[config.mk]
export PLATFORM = sky130hd
export DESIGN_NAME = rx_packet_ctrl_flat
export DESIGN_NICKNAME = d
export VERILOG_FILES = /design/src/rtl/rx_packet_ctrl_if.sv /design/src/rtl/rx_packet_ctrl.sv /design/src/flat_wrapper.sv
export SDC_FILE = /design/constraint.sdc
export NUM_CORES = 1
export LEC_CHECK = 0
export BUFFER_PORTS_ARGS = -buffer_cell sky130_fd_sc_hd__buf_2
export CORE_MARGIN = 2
export CORE_UTILIZATION = 55
export DETAILED_ROUTE_END_ITERATION = 10
export GPL_ROUTABILITY_DRIVEN = 0
export MAX_ROUTING_LAYER = met4
export PLACE_DENSITY = 0.78
export SKIP_LAST_GASP = 1
export SYNTH_ARGS = -nofsm -noshare
export SYNTH_HDL_FRONTEND = slang
export SYNTH_SLANG_ARGS = --single-unit
[constraint.sdc]
create_clock -name clk -period 2 [get_ports clk]
set_input_delay 0.2 -clock clk [delete_from_list [all_inputs] [get_ports clk]]
set_output_delay 0.2 -clock clk [all_outputs]
set_load 0.01 [all_outputs]
[src/rtl/rx_packet_ctrl_if.sv]
// Bit-stream inputs and framed-byte outputs of the USB RX packet sequencer.
interface rx_packet_ctrl_if;
    logic       start_detect;
    logic       shift_enable;
    logic       decoded_bit;
    logic       ignore_bit;
    logic       eop;
    logic       receiving;
    logic [7:0] rx_data;
    logic       byte_valid;
    logic [3:0] rx_pid;
    logic [6:0] byte_count;
    logic       packet_done;
    logic       rx_error;

    modport master (
        output start_detect, shift_enable, decoded_bit, ignore_bit, eop,
        input  receiving, rx_data, byte_valid, rx_pid, byte_count,
        input  packet_done, rx_error
    );

    modport slave (
        input  start_detect, shift_enable, decoded_bit, ignore_bit, eop,
        output receiving, rx_data, byte_valid, rx_pid, byte_count,
        output packet_done, rx_error
    );
endinterface

[src/rtl/rx_packet_ctrl.sv]
// USB RX packet sequencer: frames SYNC/PID/DATA bytes and flags errors.
// Define RX_PID_CHECK_EN to reject PIDs whose upper nibble is not ~lower.
module rx_packet_ctrl #(
    parameter int unsigned MAX_BYTES = 64,
    parameter logic [7:0]  SYNC_BYTE = 8'h80
) (
    input  logic            clk,
    input  logic            rst,
    rx_packet_ctrl_if.slave bus
);
    typedef enum logic [2:0] {
        IDLE, SYNC, PID, DATA, DONE, ERROR
    } state_t;

    localparam logic [6:0] MAX_CNT = 7'(MAX_BYTES);

    state_t     state;
    logic [7:0] shreg;
    logic [2:0] bit_cnt;
    logic       err_eop;
    logic       bit_ok;
    logic       byte_done;
    logic       pid_ok;
    logic [7:0] next_byte;

    assign bit_ok    = bus.shift_enable & ~bus.ignore_bit & ~bus.eop;
    assign next_byte = {bus.decoded_bit, shreg[7:1]};
    assign byte_done = bit_ok & (bit_cnt == 3'd7);

`ifdef RX_PID_CHECK_EN
    assign pid_ok = (next_byte[7:4] == ~next_byte[3:0]);
`else
    assign pid_ok = 1'b1;
`endif

    always_ff @(posedge clk) begin
        if (rst) begin
            state           <= IDLE;
            shreg           <= '0;
            bit_cnt         <= '0;
            err_eop         <= 1'b0;
            bus.receiving   <= 1'b0;
            bus.rx_data     <= '0;
            bus.byte_valid  <= 1'b0;
            bus.rx_pid      <= '0;
            bus.byte_count  <= '0;
            bus.packet_done <= 1'b0;
            bus.rx_error    <= 1'b0;
        end else begin
            bus.byte_valid  <= 1'b0;
            bus.packet_done <= 1'b0;
            if (bit_ok) begin
                shreg   <= next_byte;
                bit_cnt <= bit_cnt + 3'd1;
            end
            unique case (state)
                IDLE: begin
                    if (bus.start_detect) begin
                        state          <= SYNC;
                        bit_cnt        <= '0;
                        bus.byte_count <= '0;
                        bus.rx_error   <= 1'b0;
                        bus.receiving  <= 1'b1;
                    end
                end
                SYNC: begin
                    if (bus.eop) begin
                        state        <= ERROR;
                        bus.rx_error <= 1'b1;
                        err_eop      <= 1'b1;
                    end else if (byte_done) begin
                        if (next_byte == SYNC_BYTE) begin
                            state <= PID;
                        end else begin
                            state        <= ERROR;
                            bus.rx_error <= 1'b1;
                        end
                    end
                end
                PID: begin
                    if (bus.eop) begin
                        state        <= ERROR;
                        bus.rx_error <= 1'b1;
                        err_eop      <= 1'b1;
                    end else if (byte_done) begin
                        if (pid_ok) begin
                            state      <= DATA;
                            bus.rx_pid <= next_byte[3:0];
                        end else begin
                            state        <= ERROR;
                            bus.rx_error <= 1'b1;
                        end
                    end
                end
                DATA: begin
                    if (bus.eop) begin
                        if (bit_cnt == 3'd0) begin
                            state           <= DONE;
                            bus.packet_done <= 1'b1;
                        end else begin
                            state        <= ERROR;
                            bus.rx_error <= 1'b1;
                            err_eop      <= 1'b1;
                        end
                    end else if (byte_done) begin
                        // a full packet keeps its count; the extra byte is dropped
                        if (bus.byte_count == MAX_CNT) begin
                            state        <= ERROR;
                            bus.rx_error <= 1'b1;
                        end else begin
                            bus.rx_data    <= next_byte;
                            bus.byte_valid <= 1'b1;
                            bus.byte_count <= bus.byte_count + 7'd1;
                        end
                    end
                end
                DONE: begin
                    state         <= IDLE;
                    bus.receiving <= 1'b0;
                end
                ERROR: begin
                    if (bus.eop || err_eop) begin
                        state         <= IDLE;
                        bus.receiving <= 1'b0;
                        err_eop       <= 1'b0;
                    end
                end
                default: begin
                    state         <= IDLE;
                    bus.receiving <= 1'b0;
                end
            endcase
        end
    end
endmodule

[src/flat_wrapper.sv]
// flat-port wrapper written by rule: the top's interface ports become plain ports
module rx_packet_ctrl_flat 
#(
    parameter int unsigned MAX_BYTES = 64,
    parameter logic [7:0]  SYNC_BYTE = 8'h80
)
  (clk, rst, bus_start_detect, bus_shift_enable, bus_decoded_bit, bus_ignore_bit, bus_eop, bus_receiving, bus_rx_data, bus_byte_valid, bus_rx_pid, bus_byte_count, bus_packet_done, bus_rx_error);
  rx_packet_ctrl_if bus_i ();
  input  logic clk;
  input  logic rst;
  input wire logic [$bits(bus_i.start_detect)-1:0] bus_start_detect;
  input wire logic [$bits(bus_i.shift_enable)-1:0] bus_shift_enable;
  input wire logic [$bits(bus_i.decoded_bit)-1:0] bus_decoded_bit;
  input wire logic [$bits(bus_i.ignore_bit)-1:0] bus_ignore_bit;
  input wire logic [$bits(bus_i.eop)-1:0] bus_eop;
  output wire logic [$bits(bus_i.receiving)-1:0] bus_receiving;
  output wire logic [$bits(bus_i.rx_data)-1:0] bus_rx_data;
  output wire logic [$bits(bus_i.byte_valid)-1:0] bus_byte_valid;
  output wire logic [$bits(bus_i.rx_pid)-1:0] bus_rx_pid;
  output wire logic [$bits(bus_i.byte_count)-1:0] bus_byte_count;
  output wire logic [$bits(bus_i.packet_done)-1:0] bus_packet_done;
  output wire logic [$bits(bus_i.rx_error)-1:0] bus_rx_error;
  assign bus_i.start_detect = bus_start_detect;
  assign bus_i.shift_enable = bus_shift_enable;
  assign bus_i.decoded_bit = bus_decoded_bit;
  assign bus_i.ignore_bit = bus_ignore_bit;
  assign bus_i.eop = bus_eop;
  assign bus_receiving = bus_i.receiving;
  assign bus_rx_data = bus_i.rx_data;
  assign bus_byte_valid = bus_i.byte_valid;
  assign bus_rx_pid = bus_i.rx_pid;
  assign bus_byte_count = bus_i.byte_count;
  assign bus_packet_done = bus_i.packet_done;
  assign bus_rx_error = bus_i.rx_error;
  rx_packet_ctrl #(.MAX_BYTES(MAX_BYTES), .SYNC_BYTE(SYNC_BYTE)) u_core (.clk(clk), .rst(rst), .bus(bus_i));
endmodule
==> flow_metrics.env <==
export IMPL_grt_pass1_vias=1431
export IMPL_grt_use_total_pct=23.6
export IMPL_worstPathMaxFanout=7
export IMPL_ys_seq_area_share_pct=41.3
export IMPL_swShare_pct=29.6
export IMPL_reg2reg_slack_ns=0.11
export IMPL_period_needed_ns=1.89
export IMPL_status="complete, no violations"
export IMPL_yosys_area_share_simple_pct=24.5
export IMPL_final_util_pct=67.7
export IMPL_syn2layout_area_growth_pct=16.2
export IMPL_via_per_inst=5.67
export IMPL_skew_ns=0.00706
export IMPL_cpPeakStageDelay_ns=0.60
export IMPL_fp_dieW_um=61.1
export IMPL_postCtsSetupBuffers=0
export IMPL_path_cells="ha_1, ha_1, nand4bb_4, or4b_4, mux2i_1, nor2_1"
export IMPL_synth_nets=211
export IMPL_drt_iter0_markers=102
export IMPL_p_leak_nw=0.860
export IMPL_critical_path_top_delay_family="simple AND/OR/NAND/NOR gates"
export IMPL_ys_async_sr_fraction_pct=0
export IMPL_dr_pass1_iters=5
export IMPL_timing_setup_tns_ns=0
export IMPL_most_common_layout_cells="37 x dfxtp_1, 29 x buf_2, 26 x nor2_1"
export IMPL_vias=1549
export IMPL_syn_area_um2=1790
export IMPL_synthXorXnorAreaFrac_pct=0.488
export IMPL_cts_root_buf="clkbuf_4"
export IMPL_clkPwrFrac_pct=31.0
export IMPL_io_pins=30
export IMPL_power_switching_uw=525
export IMPL_synth_compound_area_share_pct=17.0
export IMPL_placedCellCount=265
export IMPL_layout_drive_gt1_share_pct=23.1
export IMPL_wl_per_cell_um=14.0
export IMPL_end_kind="flip-flop"
export IMPL_initial_utilization_pct=58.3
export IMPL_syn_inst=199
export IMPL_finalSetupViolations=0
export IMPL_dieArea_um2=3740
export IMPL_finalCritPeriodShare_pct=94.3
export IMPL_synth_fa_ha_area_share_pct=3.49
export IMPL_cpMaxStageDelayCell="or4b_4"
export IMPL_fillers=270
export IMPL_ys_seq_elements=37
export IMPL_finalMaxSlewViolations=0
export IMPL_synth_top_family_by_area="simple AND/OR/NAND/NOR gates"
export IMPL_ant_nets=0
export IMPL_rsz0062_at_grt="yes"
export IMPL_num_nets_final=240
export IMPL_antenna_found_initial=0
export IMPL_synth_ff_type="dfxtp_1"
export IMPL_synth_cell_types=50
export IMPL_layout_commonest_cell="dfxtp_1"
export IMPL_h_tree_depth=2
export IMPL_dp_hpwl_um=2780
export IMPL_grt_pass1_wl_um=6380
export IMPL_muxShareOfSynthArea_pct=9.00
export IMPL_rows=20
export IMPL_synth_edff_count=0
export IMPL_clockBufferDepth=2
export IMPL_p_per_area_nw_per_um2=851
export IMPL_fin_cells=273
export IMPL_relSlewSlack_pct=59.8
export IMPL_fmax_mhz=530
export IMPL_core_region_area_um2=3080
export IMPL_seqPwrFrac_pct=46.1
export IMPL_tightest_slew_ns=0.603
export IMPL_grt_max_degree=34
export IMPL_tritoncts="done"
export IMPL_wirelength_um=3830
export IMPL_whs_ns=0.126
export IMPL_yosys_warnings=0
export IMPL_insertion_delay_ns=0.34
export IMPL_maxCapViolations=0
export IMPL_crit_type="flip-flop to flip-flop"
export IMPL_p_total_mw=1.77
export IMPL_syn_avg_cell_area_um2=9.02
export IMPL_crit_path_frequent_cell="ha_1"
export IMPL_drc=0
export IMPL_vdd_drop_max_mv=0.495
export IMPL_hold_viol_final=0
export IMPL_min_delay_path_class="input pin to flip-flop"
export IMPL_gr_total_overflow=0
export IMPL_power_frac_comb_pct=22.8
export IMPL_diodes=0
export IMPL_path_clk_slew_ns=0.12
export IMPL_start_kind="flip-flop"
export IMPL_path_buf_inv=0
export IMPL_crit_required_ns=2.23
export IMPL_internal_power_mw=1.25
export IMPL_io_buffers=29
export IMPL_worst_ep_arrival_time_ns=2.11
export IMPL_numCtsBuffers=5
export IMPL_die_h_um=61.1
export IMPL_clock_sinks=37
[layout make-up]
| class | count | area, um2 | area share (%) |
|---|---|---|---|
| Multi-Input combinational cell | 144 | 995 | 47.7 |
| Sequential cell | 37 | 741 | 35.5 |
| Timing Repair Buffer | 34 | 183 | 8.76 |
| Tap cell | 44 | 55.1 | 2.64 |
| Clock buffer | 6 | 51.3 | 2.46 |
| Clock inverter | 2 | 37.5 | 1.80 |
| Inverter | 6 | 22.5 | 1.08 |
[cell usage after synthesis (2+ instances only)]
master,n,area share [%]
nand3_1,4,1.1
ha_1,5,3.5
o21a_1,4,1.7
nor2b_1,2,0.70
inv_1,6,1.3
nand2b_1,2,0.70
a31oi_1,2,0.70
buf_2,3,0.84
mux2i_1,15,8.4
a211o_1,3,1.5
nor4b_1,4,2.0
nand2_1,25,5.2
a211oi_1,3,1.3
a21oi_1,15,4.2
clkbuf_1,8,1.7
dfxtp_1,37,41
o31ai_1,3,1.3
nor2_1,26,5.4
[flip-flops by register name, indices dropped and copies added, names as in the netlist]
name and cells:
u_core.shreg 7, u_core.state 3, u_core.bus.receiving 1, u_core.err_eop 1, u_core.bus.rx_error 1, u_core.bus.byte_valid 1, u_core.bus.rx_pid 4, u_core.bit_cnt 3
u_core.bus.packet_done 1, u_core.bus.rx_data 8, u_core.bus.byte_count 7
[power by group through the flow]
stage | registers [mW] | clock network [mW] | logic [mW]
after floorplan | 0.833 | 0 | 0.292
after global placement | 0.832 | 0 | 0.383
after detailed placement | 0.835 | 0 | 0.389
after CTS | 0.818 | 0.556 | 0.390
after global routing | 0.827 | 0.598 | 0.446
final | 0.818 | 0.551 | 0.405
[kinds of logic (layout without fill, tap and decap cells)]
family / after synthesis / after routing
mux: 16 / 16
fa+ha+maj: 5 / 5
compound gates: 42 / 42
simple gates: 80 / 80
xor+xnor: 1 / 1
buf+inv: 18 / 48
flops: 37 / 37
[per-layer routing]
layer,vias to the layer above,global-route usage (%),share of wire (%)
met4,0,10.6,1.9
met1,741,29.3,46
met2,33,36.9,48
met5,-,-,0
li1,766,-,-
met3,9,4.62,3.7
[final timing paths]
kind / startpoint / to / cells after the start
max: u_core.bit_cnt[0]$_SDFF_PP0_ / u_core.bus.rx_pid[1]$_SDFFE_PP0P_ / 6
min reg2reg: u_core.bus.rx_data[7]$_SDFFE_PP0P_ / u_core.bus.rx_data[7]$_SDFFE_PP0P_ / 2
min: bus_decoded_bit / u_core.bus.rx_data[7]$_SDFFE_PP0P_ / 3
max reg2reg: u_core.bit_cnt[0]$_SDFF_PP0_ / u_core.bus.rx_pid[1]$_SDFFE_PP0P_ / 6
[tightest hold or removal path, stage by stage]
cell and delay [ns]:
buf_2 0.12, nand2_1 0.06, a21oi_1 0.05
[per-stage QoR]
step	setup WS (ns)	cell area, um2
6_report	0.114	2080
5_1_grt	-0.00988	2080
4_1_cts	0.0153	2070
3_5_place_dp	0.0272	1980
3_3_place_gp	0.100	1980
2_1_floorplan	0.197	1790
[timing repair]
action / CTS / global route
gates resized for setup: 0 / 2
hold buffers: 0 / 0
endpoints found under the setup margin: 0 / 6
No activity file was read; power rests on OpenSTA's default activity.
